`src/rtl/uart_rx_pkg.sv`:
```
// Shared UART definitions: FSM state encodings, Baud_Set codes and the
// oversampling tick divisor helper used by both the transmitter and receiver.
package uart_rx_pkg;

  typedef enum logic [2:0] {
    ST_IDLE  = 3'd0,
    ST_START = 3'd1,
    ST_DATA  = 3'd2,
    ST_STOP  = 3'd3,
    ST_BREAK = 3'd4
  } uart_state_t;

  localparam logic [2:0] BAUD_9600   = 3'd0;
  localparam logic [2:0] BAUD_19200  = 3'd1;
  localparam logic [2:0] BAUD_38400  = 3'd2;
  localparam logic [2:0] BAUD_57600  = 3'd3;
  localparam logic [2:0] BAUD_115200 = 3'd4;

  localparam int unsigned OVERSAMPLE = 16;

  // Clocks per oversample tick; unused codes 5-7 fall back to 9600 baud.
  function automatic logic [15:0] baud_tick_div(input int unsigned clk_freq,
                                                input logic [2:0] code);
    int unsigned baud;
    case (code)
      BAUD_19200:  baud = 19200;
      BAUD_38400:  baud = 38400;
      BAUD_57600:  baud = 57600;
      BAUD_115200: baud = 115200;
      default:     baud = 9600;
    endcase
    return 16'(clk_freq / (baud * OVERSAMPLE));
  endfunction

  function automatic logic majority3(input logic [2:0] v);
    return (v[0] & v[1]) | (v[0] & v[2]) | (v[1] & v[2]);
  endfunction

endpackage

```
`src/rtl/uart_rx_tick_gen.sv`:
```
// Oversample tick divider plus the 16-phase sample counter that walks
// through each bit period.
module uart_rx_tick_gen (
  input  logic        clk,
  input  logic        rst_n,
  input  logic        clr,
  input  logic        en,
  input  logic [15:0] tick_div,
  output logic        tick,
  output logic [3:0]  samp_cnt
);

  logic [15:0] tick_cnt;
  logic [15:0] tick_last;

  assign tick_last = tick_div - 16'd1;
  assign tick      = en && (tick_cnt == tick_last);

  always_ff @(posedge clk or negedge rst_n) begin
    if (!rst_n) begin
      tick_cnt <= '0;
      samp_cnt <= '0;
    end else if (clr) begin
      tick_cnt <= '0;
      samp_cnt <= '0;
    end else if (tick) begin
      tick_cnt <= '0;
      samp_cnt <= samp_cnt + 4'd1;
    end else if (en) begin
      tick_cnt <= tick_cnt + 16'd1;
    end
  end

endmodule

```
`src/rtl/uart_rx.sv`:
```
// 8N1 UART receiver: rx resynchroniser, start detect, 16x oversampling with
// 3-sample majority vote, byte assembly and done / framing-error strobes.
module uart_rx
  import uart_rx_pkg::*;
#(
  parameter int CLK_FREQ = 100000000
) (
  input  logic       clk,
  input  logic       rst_n,
  input  logic [2:0] Baud_Set,
  input  logic       rx,
  output logic [7:0] data,
  output logic       rx_done,
  output logic       frame_err,
  output logic       rx_busy
);

  // state | meaning
  // IDLE  | line idle, waiting for a falling edge on rx_s
  // START | validating the start bit; a high decision is a false start
  // DATA  | sampling 8 data bits, LSB first
  // STOP  | mid-bit stop decision: good byte or framing error
  // BREAK | after a framing error, waiting for the line to return high

  localparam logic [15:0] DIV_9600   = baud_tick_div(CLK_FREQ, BAUD_9600);
  localparam logic [15:0] DIV_19200  = baud_tick_div(CLK_FREQ, BAUD_19200);
  localparam logic [15:0] DIV_38400  = baud_tick_div(CLK_FREQ, BAUD_38400);
  localparam logic [15:0] DIV_57600  = baud_tick_div(CLK_FREQ, BAUD_57600);
  localparam logic [15:0] DIV_115200 = baud_tick_div(CLK_FREQ, BAUD_115200);

  uart_state_t state, state_nxt;

  logic        rx_meta, rx_s, rx_s_d;
  logic        start_edge;
  logic [2:0]  baud_q;
  logic [15:0] tick_div;
  logic        tick;
  logic [3:0]  samp_cnt;
  logic        tg_clr, tg_en;
  logic        samp_mid, samp_end;
  logic [2:0]  vote;
  logic        decision;
  logic [7:0]  shift_reg;
  logic [2:0]  bit_cnt;

  logic latch_baud, shift_en, bit_inc, load_data, set_err;

  always_ff @(posedge clk or negedge rst_n) begin
    if (!rst_n) begin
      rx_meta <= 1'b1;
      rx_s    <= 1'b1;
      rx_s_d  <= 1'b1;
    end else begin
      rx_meta <= rx;
      rx_s    <= rx_meta;
      rx_s_d  <= rx_s;
    end
  end

  assign start_edge = rx_s_d & ~rx_s;

  always_comb begin
    case (baud_q)
      BAUD_19200:  tick_div = DIV_19200;
      BAUD_38400:  tick_div = DIV_38400;
      BAUD_57600:  tick_div = DIV_57600;
      BAUD_115200: tick_div = DIV_115200;
      default:     tick_div = DIV_9600;
    endcase
  end

  assign tg_clr = (state == ST_IDLE) || (state == ST_BREAK);
  assign tg_en  = (state == ST_START) || (state == ST_DATA) || (state == ST_STOP);

  uart_rx_tick_gen u_tick_gen (
    .clk      (clk),
    .rst_n    (rst_n),
    .clr      (tg_clr),
    .en       (tg_en),
    .tick_div (tick_div),
    .tick     (tick),
    .samp_cnt (samp_cnt)
  );

  assign samp_mid = tick && (samp_cnt == 4'd8);
  assign samp_end = tick && (samp_cnt == 4'd15);

  // The third vote is taken on the decision tick itself, so use rx_s directly.
  assign decision = majority3({rx_s, vote[1], vote[0]});

  always_ff @(posedge clk or negedge rst_n) begin
    if (!rst_n) state <= ST_IDLE;
    else        state <= state_nxt;
  end

  always_comb begin
    state_nxt  = state;
    latch_baud = 1'b0;
    shift_en   = 1'b0;
    bit_inc    = 1'b0;
    load_data  = 1'b0;
    set_err    = 1'b0;
    case (state)
      ST_IDLE: begin
        if (start_edge) begin
          latch_baud = 1'b1;
          state_nxt  = ST_START;
        end
      end
      ST_START: begin
        if (samp_mid && decision) state_nxt = ST_IDLE;
        else if (samp_end)        state_nxt = ST_DATA;
      end
      ST_DATA: begin
        shift_en = samp_mid;
        if (samp_end) begin
          bit_inc = 1'b1;
          if (bit_cnt == 3'd7) state_nxt = ST_STOP;
        end
      end
      ST_STOP: begin
        if (samp_mid) begin
          if (decision) begin
            load_data = 1'b1;
            state_nxt = ST_IDLE;
          end else begin
            set_err   = 1'b1;
            state_nxt = ST_BREAK;
          end
        end
      end
      ST_BREAK: begin
        if (rx_s) state_nxt = ST_IDLE;
      end
      default: state_nxt = ST_IDLE;
    endcase
  end

  always_ff @(posedge clk or negedge rst_n) begin
    if (!rst_n) begin
      baud_q    <= BAUD_9600;
      vote      <= '0;
      shift_reg <= '0;
      bit_cnt   <= '0;
      data      <= '0;
      rx_done   <= 1'b0;
      frame_err <= 1'b0;
    end else begin
      rx_done   <= load_data;
      frame_err <= set_err;
      if (latch_baud) baud_q <= Baud_Set;
      if (tick) begin
        case (samp_cnt)
          4'd6:    vote[0] <= rx_s;
          4'd7:    vote[1] <= rx_s;
          4'd8:    vote[2] <= rx_s;
          default: ;
        endcase
      end
      if (shift_en) shift_reg <= {decision, shift_reg[7:1]};
      if (state == ST_IDLE) bit_cnt <= '0;
      else if (bit_inc)     bit_cnt <= bit_cnt + 3'd1;
      if (load_data) data <= shift_reg;
    end
  end

  assign rx_busy = (state != ST_IDLE);

endmodule

```
`config.mk`:
```
export PLATFORM = sky130hd
export DESIGN_NAME = uart_rx
export DESIGN_NICKNAME = d
export VERILOG_FILES = /design/src/rtl/uart_rx_pkg.sv /design/src/rtl/uart_rx_tick_gen.sv /design/src/rtl/uart_rx.sv
export SDC_FILE = /design/constraint.sdc
export NUM_CORES = 1
export LEC_CHECK = 0
export CORE_MARGIN = 2
export CORE_UTILIZATION = 61
export CTS_BUF_LIST = sky130_fd_sc_hd__clkbuf_4 sky130_fd_sc_hd__clkbuf_8
export DETAILED_ROUTE_END_ITERATION = 8
export GPL_ROUTABILITY_DRIVEN = 0
export HOLD_SLACK_MARGIN = 0.15
export PLACE_DENSITY = 0.81
export SLEW_MARGIN = 20
export SYNTH_ARGS = -nofsm -noshare
export SYNTH_HDL_FRONTEND = slang
export SYNTH_SLANG_ARGS = --single-unit
```
`constraint.sdc`:
```
create_clock -name clk -period 3.2 [get_ports clk]
set_input_delay 0.64 -clock clk [delete_from_list [all_inputs] [get_ports clk]]
set_output_delay 0.64 -clock clk [all_outputs]
set_load 0.01 [all_outputs]
```
=== Word-level counts from Yosys, hierarchy flattened ===
Index checks and enable logic that the tools add are counted.

* Memories: 0
* Latch bits: 0
* ROM bits: 0
* Logic and storage cells: 88
* Input port bits: 6
* Register bits: 52
* Memory bits (writable): 0

* Divide/modulo/power cells: 0
* Magnitude comparators: 0
* Add/subtract/negate cells: 4
* Multiplexer cells: 28
* Multipliers: 0
* Shift operators: 0
* Bitwise gates (word level): 7
* Eq/ne operators: 20
* Reductions and logical operators: 15

{| class="wikitable"
|+ Operator list
! cell !! number
|-
| 16-bit two-way mux || 3
|-
| 10-bit one-hot mux with 4 select lines || 1
|-
| 3-bit two-way mux || 10
|-
| 16-bit by 1-bit adder with 16-bit output, second input constant || 1
|-
| 16-bit == test || 1
|-
| 3-bit one-hot mux with 5 select lines || 1
|-
| 3-bit by 2-bit == test with 1-bit output, second input constant || 4
|-
| 1-bit two-way mux || 11
|-
| 10-bit by 1-bit subtractor with 11-bit output, second input constant || 1
|-
| 3-bit == test, second input constant || 3
|-
| 4-bit by 3-bit == test with 1-bit output, second input constant || 2
|-
| 4-bit == test, second input constant || 2
|-
| 4-bit two-way mux || 2
|-
| 2-bit != test, second input constant || 4
|-
| 3-bit by 1-bit == test with 1-bit output, second input constant || 2
|-
| 6-bit AND reduction || 1
|-
| 3-bit nonzero test || 2
|-
| 4-bit by 1-bit adder with 4-bit output, second input constant || 1
|-
| 1-bit bitwise AND || 4
|-
| 1-bit logical AND || 4
|-
| 2-bit AND reduction || 2
|-
| 2-bit nonzero test || 2
|-
| 3-bit by 1-bit adder with 3-bit output, second input constant || 1
|-
| 3-bit zero test || 1
|-
| other kinds (5) || 8
|}

=== Logic depth before layout (Yosys ltp) ===
Gate-level depths: netlist (run 1).

* Depth in word-level cells: 10
* Depth in mapped cells: 11
* Gate-level depth less buffers: 8

=== Modules after synthesis ===
Synthesis (run 1) repeated with hierarchy kept, for this count alone.

* Cells, all modules: 295
* Area, all modules: 3,098.0 µm²

{| class="wikitable"
|+ By module, submodules not included
! module !! cells an instance !! area each (µm²) !! instances
|-
| uart_rx_tick_gen || 172 || 1,596.5 || 1
|-
| uart_rx || 123 || 1,501.4 || 1
|}

=== Worst setup path before layout (run 1) ===
OpenSTA, ideal clock, no wires.

* Path kind: register to register
* From: register baud_q[1]
* To: register data[0]
* Setup time: 0.125 ns
* Path slack: 0.310 ns
* Path buffers: 1
* Clock period less this slack: 2.890 ns
* Arrival time: 2.765 ns
* Cell stages (with the launch flop): 10
* Data required time: 3.075 ns
* Cell sequence: dfrtp_1 -> buf_6 -> nor2b_2 -> or2_2 -> ha_1 -> xor2_1 -> nand4_1 -> a2111o_1 -> nor4_4 -> mux2_2

* Longest elaborated chain between the ends: 8

{| class="wikitable"
|+ Ends and longest elaborated chain
! what !! RTL line !! source
|-
| start: declaration || uart_rx.sv:35 || <nowiki>logic [2:0] baud_q;</nowiki>
|-
| start signal: assignment || uart_rx.sv:151 || <nowiki>if (latch_baud) baud_q <= Baud_Set;</nowiki>
|-
| 3-bit == test (tied with other cells) || uart_rx.sv:63 || <nowiki>case (baud_q)</nowiki>
|-
| 10-bit one-hot mux with 4 select lines * || uart_rx.sv:63 ||
|-
| 10-bit by 1-bit subtractor with 11-bit output * || uart_rx_tick_gen.sv:16 || <nowiki>assign tick_last = tick_div - 16'd1;</nowiki>
|-
| 16-bit == test * || uart_rx_tick_gen.sv:17 || <nowiki>assign tick = en && (tick_cnt == tick_last);</nowiki>
|-
| 1-bit logical AND * || uart_rx_tick_gen.sv:17 ||
|-
| 1-bit logical AND * || uart_rx.sv:85 || <nowiki>assign samp_mid = tick && (samp_cnt == 4'd8);</nowiki>
|-
| 1-bit two-way mux * || uart_rx.sv:122 || <nowiki>if (samp_mid) begin</nowiki>
|-
| 1-bit two-way mux * || uart_rx.sv:103 || <nowiki>case (state)</nowiki>
|-
| end signal: assignment || uart_rx.sv:163 || <nowiki>if (load_data) data <= shift_reg;</nowiki>
|-
| end: declaration || uart_rx.sv:12 || <nowiki>output logic [7:0] data,</nowiki>
|}

Every way passes the cells marked *; elsewhere a longest branch is shown, timed or not.
A chain may end at the register's enable or synchronous reset.

=== Final worst setup path (run 1) ===
* From: register baud_q[2]
* To: register vote[0]

* Longest elaborated chain between the ends: 6

{| class="wikitable"
|+ Ends and longest elaborated chain
! what !! RTL line !! source
|-
| 3-bit == test (tied with other cells) || uart_rx.sv:63 ||
|-
| 10-bit one-hot mux with 4 select lines * || uart_rx.sv:63 ||
|-
| 10-bit by 1-bit subtractor with 11-bit output * || uart_rx_tick_gen.sv:16 ||
|-
| 16-bit == test * || uart_rx_tick_gen.sv:17 ||
|-
| 1-bit logical AND * || uart_rx_tick_gen.sv:17 ||
|-
| 2-bit AND reduction (no source line) * || n/a ||
|-
| end signal: assignment || uart_rx.sv:154 || <nowiki>4'd6: vote[0] <= rx_s;</nowiki>
|-
| end: declaration || uart_rx.sv:41 || <nowiki>logic [2:0] vote;</nowiki>
|}

Marks and branches as above.

==> results.sh, run 1 <==
export IMPL_outcome="completed"
export IMPL_final_cell_mix="49 x dfrtp_1, 30 x nor2_1, 21 x mux2_2"
export IMPL_nNetsFinal=291
export IMPL_synth_top_family_by_area="simple AND/OR/NAND/NOR gates"
export IMPL_max_cap_violations=0
export IMPL_ys_warnings_count=0
export IMPL_firstDrtPassIters=4
export IMPL_tritoncts="built"
export IMPL_syn_area_per_cell_um2=10.89
export IMPL_cts_root_buf="clkbuf_8"
export IMPL_power_density_nw_per_um2=539.0
export IMPL_multi_input_area_um2=1378
export IMPL_regArea_um2=1305
export IMPL_die_h_um=71.35
export IMPL_fin_crit_sh_pct=95.59
export IMPL_synth_fp_nets=267
export IMPL_cts_inserted_buffers=5
export IMPL_critPathKind="reg2reg"
export IMPL_layout_drive_gt1_share_pct=22.58
export IMPL_timing_final_hold_violations=0
export IMPL_grt_pass1_vias=1864
export IMPL_met1_length_mm=2.554
export IMPL_slew_headroom_pct=46.85
export IMPL_cts_sinks=52
export IMPL_synth_fa_ha_area_share_pct=3.528
export IMPL_setup_viol=0
export IMPL_area_growth_syn_to_layout_pct=13.34
export IMPL_fillCellCount=311
export IMPL_stdcell_count=331
export IMPL_start_util_pct=63.53
export IMPL_diodes=0
export IMPL_ys_flop_type="dfrtp_1"
export IMPL_async_flop_share_pct=100.0
export IMPL_cp_start_kind="flip-flop"
export IMPL_yosysTopAreaCell="dfrtp_1"
export IMPL_dr_max_layer_used="met4"
export IMPL_hold_worst_slack_ps=329.7
export IMPL_cp_required_ps=3410
export IMPL_syn_instance_count=254
export IMPL_first_iter_violations=199
export IMPL_hold_class="in2async"
export IMPL_grt_pass1_wl_mm=9.197
export IMPL_vias_per_cell=5.982
export IMPL_routed_wl_mm=5.413
export IMPL_hold_buffers=0
export IMPL_yosys_cell_types_count=50
export IMPL_drc_errors=0
export IMPL_cts_buffer_depth=2
export IMPL_synth_seq_area_share_pct=47.17
export IMPL_core_area_um2=4354
export IMPL_dp_hpwl_mm=3.666
export IMPL_wl_met3_um=228
export IMPL_met2_wirelength_mm=2.511
export IMPL_fmax_mhz=326.9
export IMPL_synth_edf_count=0
export IMPL_synthMuxAreaShare_pct=10.54
export IMPL_vias=1980
export IMPL_min_period_ps=3059
export IMPL_rsz0062_at_grt="no"
export IMPL_final_common_cell="dfrtp_1"
export IMPL_synth_seq_cells=52
export IMPL_synth_compound_area_share_pct=8.186
export IMPL_netlist_area_um2=2766
export IMPL_ir_worst_vdd_mv=0.3772
export IMPL_fp_dieArea_um2=5090
export IMPL_critPathMaxFanout=9
export IMPL_reg2reg_depth=9
export IMPL_path_clk_slew_ps=100
export IMPL_overflow=0
export IMPL_synth_top_cell_area_share_pct=44.32
export IMPL_place_inst=320
export IMPL_htree_levels=2
export IMPL_arrival_ps=3270
export IMPL_fin_skew_ps=12.37
export IMPL_rows=24
export IMPL_synth_xor_area_share_pct=6.649
export IMPL_port_buffers=16
export IMPL_insertion_delay_ps=320
export IMPL_largest_reg_flops=16
export IMPL_tightestPinTransition_ps=794.3
export IMPL_leakage_uw=0.001380
export IMPL_die_w_um=71.35
export IMPL_cp_end_kind="flip-flop"
export IMPL_total_power_uw=1690
export IMPL_synth_simple_area_share_pct=20.40
export IMPL_ant_nets=0
export IMPL_synth_area_leaders="dfrtp_1 44%, mux2_2 8.5%, xor2_1 4.1%"
export IMPL_num_io_pins=17
export IMPL_fin_setup_tns_ps=0
export IMPL_grt_max_degree=52
export IMPL_wl_per_cell_um=16.35
export IMPL_r2r_slack_ps=140
export IMPL_antenna_found_initial=0
export IMPL_slew_violations=0
export IMPL_track_usage_pct=23.37
export IMPL_utilization_pct=72.01
[layout make-up]
type	count	share of cell area, %
Clock buffer	5	2.195
Multi-Input combinational cell	184	43.93
Inverter	5	0.5986
Sequential cell	52	41.62
Clock inverter	3	0.7981
Tap cell	52	2.075
Timing Repair Buffer	30	8.779
[per-stage QoR]
stage	area (um2)	worst slack [ps]
finish	3136	141.2
global route	3136	5.017
CTS	3102	11.44
detailed placement	3008	35.07
global placement	3008	103.5
floorplan	2766	310.4
[cells by family (layout without fill, tap and decap cells)]
group                    Yosys count  after routing
flip-flops                        52             52
adder cells (fa/ha/maj)            8              8
AND/OR/NAND/NOR                  100            100
AO/OA/AOI/OAI                     29             29
XOR/XNOR                          21             21
multiplexers                      26             26
buffers and inverters             18             43
[worst paths after layout]
path | startpoint | end
worst min-delay path | rst_n | u_tick_gen.tick_cnt[8]
worst max-delay path | baud_q[2] | vote[0]
max in group asynchronous | rst_n | rx_s
worst min register to register | rx_meta | rx_s
min in group clk | rx_meta | rx_s
worst max register to register | baud_q[2] | vote[0]
[power by group]
group	switching [uW]	total (uW)	leakage (uW)	internal, uW
Combinational	267	471	0.000644	204
Sequential	94.1	819	0.000691	725
Clock	240	400	0.0000452	160
Total	601	1690	0.00138	1090
[critical path, stage by stage, from the launching register on]
cell and delay (ps):
dfrtp_1 420, nor3b_2 170, or2_2 290, ha_1 320
xor2_1 150, nand4_1 130, a2111o_2 500, buf_4 190
nor4_1 390, mux2_2 390
[repair_timing]
action	CTS	global route
endpoints found under the setup margin	0	19
setup buffers	0	3
resized for setup	0	1
[cells in the mapped netlist, types with 5 or more instances]
cell type	instances
dfrtp_1	49
ha_1	7
or3_1	5
mux2_2	21
inv_1	5
nor4_1	6
xnor2_1	8
clkbuf_1	5
o211ai_1	5
xor2_1	13
nand4_1	7
nand3_1	6
o21ai_0	9
nand2_1	16
nor2_1	30
[routing by layer]
metal	up-vias	track usage [%]
li1	953	-
met1	975	33.64
met2	41	33.33
met3	11	5.907
met4	0	10.90
met5	-	0
Power figures use the tool's default switching activity.
==> run 2: changes to the inputs <==
- ABC_CLOCK_PERIOD_IN_PS: default -> 3200
==> results of run 2 <==
Final layout, timing and power as in run 1 (identical DEF).
==> patch 1 (config.mk and constraints of run 2) <==
Add an input register stage for `Baud_Set` and `rx`, cleared by the reset; this delays them by one clock.
--- a/src/rtl/uart_rx.sv
+++ b/src/rtl/uart_rx.sv
@@ -30,2 +30,15 @@
 
+  logic [2:0] Baud_Set_q;
+  logic rx_q;
+
+  always_ff @(posedge clk or negedge rst_n) begin
+    if (!rst_n) begin
+      Baud_Set_q <= '0;
+      rx_q       <= '0;
+    end else begin
+      Baud_Set_q <= Baud_Set;
+      rx_q       <= rx;
+    end
+  end
+
   uart_state_t state, state_nxt;
@@ -53,3 +66,3 @@
     end else begin
-      rx_meta <= rx;
+      rx_meta <= rx_q;
       rx_s    <= rx_meta;
@@ -150,3 +163,3 @@
       frame_err <= set_err;
-      if (latch_baud) baud_q <= Baud_Set;
+      if (latch_baud) baud_q <= Baud_Set_q;
       if (tick) begin
Formal check against the unedited RTL: not equivalent (a bounded check fails within 4 cycles, from zero or initial values and one cycle with rst_n low).
==> patch 1 against run 2 <==
  * Via count is 4.6% lower
  * Critical path depth unchanged
  * Design area down 2.2%
  * Hold slack better by 0.033 ns
  * Worst setup slack better by 0.095 ns
  * Utilization shrank 1.6 points
  * Synthesized area about the same
  * Synthesized cell count shrank 2.4%
  * Maximum frequency rose by 3.2%
  * Wire length shrank 10%
  * Total power is 1.1% lower
  * Sequential cell count up 4
==> patch 1: results (changes against run 2) <==
Global routing
  • Initial antenna violation count: 0 (unchanged)
  • Largest net degree at the start of global routing: 57 (+9.6%)
  • Tot GR Track Use: 0.208 (-0.0254)
  • Global-route wire length before repair: 8370 um (-9.0%)
  • Vias in the first global route: 1784 (-4.3%)

Place
  • Dpl hpwl: 3480 um (-5.0%)
  • Placed cell count: 311 (-2.8%)
  • Placed cell areas: 2970 um^2 (-1.1%)
  • Setup WS pre-CTS: 0.217 ns (+0.182 ns)

Timing
  • Least-Margin Pin Slew: 0.680 ns (-0.114 ns)
  • Clock Skews: 0.00650 ns (-0.00587 ns)

Pwr
  • Leakage power: 0.00136 uW (-1.6%)
  • Psw: 542 uW (-9.8%)
  • Peak VDD IR: 0.334 mV (-11%)

Clocking
  • Worst-path clk slew: 0.10 ns (about the same)
  • Num CTS Buffers: 5 (unchanged)
  • Clock Tree Buf Depth: 2 (unchanged)
  • Postcts setup bufs: 0 (unchanged)
  • Gates resized, CTS repair: 0 (unchanged)
  • Clk root buf: clkbuf_8

Detailed routing
  • Vias per inst: 5.92 (-1.0%)
  • Routed vias: 1889 (-4.6%)
  • DR iter-0 viols: 80 (-60%)
  • First-pass DRT Iterations: 4 (unchanged)
  • Routed WL per cell: 15.3 um (-6.7%)

Synth
  • Cells after synthesis: 248 (-2.4%)
  • Top post-synthesis cells by count: dfrtp_1, nor2_1, mux2_2, nand2_1, nand3_1
  • Syn nets: 261 (-2.2%)
  • Post-synthesis sequential area ratio: 0.508 (+0.0360)
  • Synth cell types: 52 (+4.0%)
  • Area contributors post-synth: dfrtp_1, mux2_2, xor2_1, ha_1, nor2_1

Worst setup path
  • CP max stage delay: 0.53 ns (+0.03 ns)
  • CP Data Arrival Time: 3.16 ns (-0.11 ns)
  • CP max-delay cell: or3_1
  • Critical path peak fanout: 8 (-1)

Flow run
  • Max-Cap Viols: 0 (unchanged)

Worst hold path
  • Hold crit path type: flip-flop to flip-flop

Cells and area
  • Fin nets: 279 (-4.1%)
  • Share of layout cells above drive strength 1: 0.191 (-0.0348)

Run status
  • Status: finished, final reports clean
==> patch 1: changes by cell type after synthesis, moves of 3 or more <==
cell,delta
nand3_1,+9
buf_2,-3
nor2_1,-8
a21oi_1,+4
nand4_1,-4
nor3_1,+5
o21ai_0,-5
nor4_1,-4
dfrtp_1,+4
o211ai_1,-5
==> patch 1: power groups by stage <==
stage / Sequential (uW) / Clock (uW) / Combinational (uW)
floorplan: 835 / 0 / 336
global placement: 858 / 0 / 419
detailed placement: 861 / 0 / 434
CTS: 849 / 400 / 434
global route: 860 / 428 / 478
finish: 849 / 386 / 436
==> patch 1: logic make-up after synthesis <==
logic type               after synthesis  synth area share
AO/OA/AOI/OAI                         25            0.0647
XOR/XNOR                              19            0.0601
multiplexers                          25             0.102
AND/OR/NAND/NOR                      101             0.203
buffers and inverters                 14            0.0271
adder cells (fa/ha/maj)                8            0.0353
flip-flops                            56             0.508
==> patch 1: metrics by stage <==
stage,utilization,hold slack [ns]
final,0.704,0.363
after global routing,0.704,0.366
after CTS,0.704,0.364
after detailed placement,0.683,0.347
after global placement,0.683,0.337
after floorplan,-,0.333
==> patch 1: final cells by class <==
cell class,count,area [um^2]
Multi-Input combinational cell,178,1290
Clock buffer,6,76.3
Tap cell,52,65.1
Sequential cell,56,1410
Fill cell,333,1290
Clock inverter,2,16.3
Timing Repair Buffer,22,200
Inverter,3,11.3
==> patch 1: layer usage <==
layer  global-route usage  part of all wire
met4               0.0713             0.016
met5                    0                 0
met2                0.321              0.48
met3               0.0478             0.026
met1                0.294              0.48
==> patch 1: path summary, 6_finish.rpt <==
kind	from	endpoint	slack [ns]	cells past startpoint
setup / recovery	baud_q[1]	shift_reg[4]	0.24	9
hold / removal	rx_meta	rx_s	0.36	0
setup reg to reg	baud_q[1]	shift_reg[4]	0.24	9
hold reg to reg	rx_meta	rx_s	0.36	0
max in group asynchronous	rst_n	state[0]	2.30	2
min in group asynchronous	rst_n	u_tick_gen.tick_cnt[7]	0.45	2
==> patch 1: critical path, delay by kind of cell (launching register included) <==
family	cells	cell delay, ns
adder cells (fa/ha/maj)	1	0.31
AO/OA/AOI/OAI	2	0.58
AND/OR/NAND/NOR	3	0.75
multiplexers	2	0.61
XOR/XNOR	1	0.15
flip-flops	1	0.47
==> patch 2 (config.mk and constraints of run 2) <==
Without the edit above. The parameter `CLK_FREQ` goes from 100000000 to 75000000.
--- a/src/rtl/uart_rx.sv
+++ b/src/rtl/uart_rx.sv
@@ -5,3 +5,3 @@
 #(
-  parameter int CLK_FREQ = 100000000
+  parameter int CLK_FREQ = 75000000
 ) (
Formal check against the unedited RTL: same outputs for any inputs over 10 cycles, from zero or initial values and one cycle with rst_n low; that may be too few to reach the edited logic, so the function may still have changed.
==> patch 2 against run 2 <==
  * Clock skew is 0.0017 ns lower
  * Die area is 1.7% lower
  * Sequential power is 1% higher
  * Synthesized area is 1.8% lower
  * Critical endpoint is now u_tick_gen.tick_cnt[5]
  * Design area is 4.3% lower
  * Count of clock-buffer cells in the layout stayed put
  * Wire length is 7.6% lower
  * Total power is 4.1% lower
  * Sequential cell count stayed put
  * Worst setup slack better by 0.59 ns
  * Clock power is 14% higher
==> patch 2: results (changes against run 2) <==
Run status
  • Status: finished, final reports clean

Worst setup path
  • CP Data Arrival Time: 2.65 ns (-0.62 ns)
  • CP Capture Point: u_tick_gen.tick_cnt[5]
  • Flop2flop setup slack: 0.73 ns (+0.59 ns)
  • Reg2Reg Depth: 5 (-4)
  • Critical path peak fanout: 16 (+7)
  • CP max stage delay: 0.53 ns (+0.03 ns)

Synth
  • Area contributors post-synth: dfrtp_1, mux2_2, nor2_1, xor2_1, dfstp_2
  • Top post-synthesis cells by count: dfrtp_1, nor2_1, mux2_2, nand2_1, nand3_1
  • Post-synthesis sequential area ratio: 0.480 (+0.00847)
  • Synth cell types: 53 (+6.0%)

Pwr
  • Comb power: 335 uW (-29%)
  • Sequential Power Share: 0.512 (+0.028)
  • Internal power: 1100 uW (+1.0%)
  • Peak VDD IR: 0.290 mV (-23%)
  • Leakage power: 0.00131 uW (-5.3%)
  • Sw frac: 0.322 (-0.0342)

Place
  • Dpl hpwl: 3590 um (-2.2%)
  • Placed cell areas: 2880 um^2 (-4.1%)

Cells and area
  • Share of layout cells above drive strength 1: 0.171 (-0.0548)
  • Fin nets: 280 (-3.8%)
  • # fillers: 342 (+10%)

Detailed routing
  • Routed WL per cell: 15.6 um (-4.7%)
  • Met3 Wirelength: 192 um (-16%)
  • Vias per inst: 5.99 (+0.20%)
  • DR iter-0 viols: 126 (-37%)
  • Met1 wire length: 2290 um (-10%)
  • Met2 wire len: 2430 um (-3.3%)

Global routing
  • Tot GR Track Use: 0.224 (-0.00990)
  • Vias in the first global route: 1829 (-1.9%)
  • Met3 Track Usage GR: 0.0413 (-0.0178)
  • Global-route wire length before repair: 8880 um (-3.4%)
  • Largest net degree at the start of global routing: 28 (-46%)

Timing
  • Clock Skews: 0.0107 ns (-0.00166 ns)
  • Least-Margin Pin Slew: 0.594 ns (-0.200 ns)
patch 2: kinds of logic (layout without fill, tap and decap cells):
group,count (synthesis),count (layout),share of synthesized area
XOR/XNOR,19,19,0.0612
buffers and inverters,19,33,0.0350
flip-flops,52,52,0.480
AND/OR/NAND/NOR,105,105,0.217
AO/OA/AOI/OAI,29,29,0.0769
adder cells (fa/ha/maj),7,7,0.0313
multiplexers,24,24,0.0981
patch 2: metrics by stage:
step,cells,hold WS (ns),setup WS (ns)
detailed placement,313,0.350,0.783
floorplan,255,0.344,1.12
global placement,313,0.348,0.865
CTS,321,0.343,0.748
finish,321,0.321,0.731
global route,321,0.369,0.492
patch 2: area by class of cell:
cell class | count | area (um^2) | share of cell area
multi-input cells | 184 | 1320 | 0.439
flip-flops and latches | 52 | 1310 | 0.435
repair buffers | 18 | 170 | 0.0567
clock buffers | 5 | 68.8 | 0.0229
well taps | 52 | 65.1 | 0.0217
clock inverters | 3 | 46.3 | 0.0154
inverters | 7 | 26.3 | 0.00876
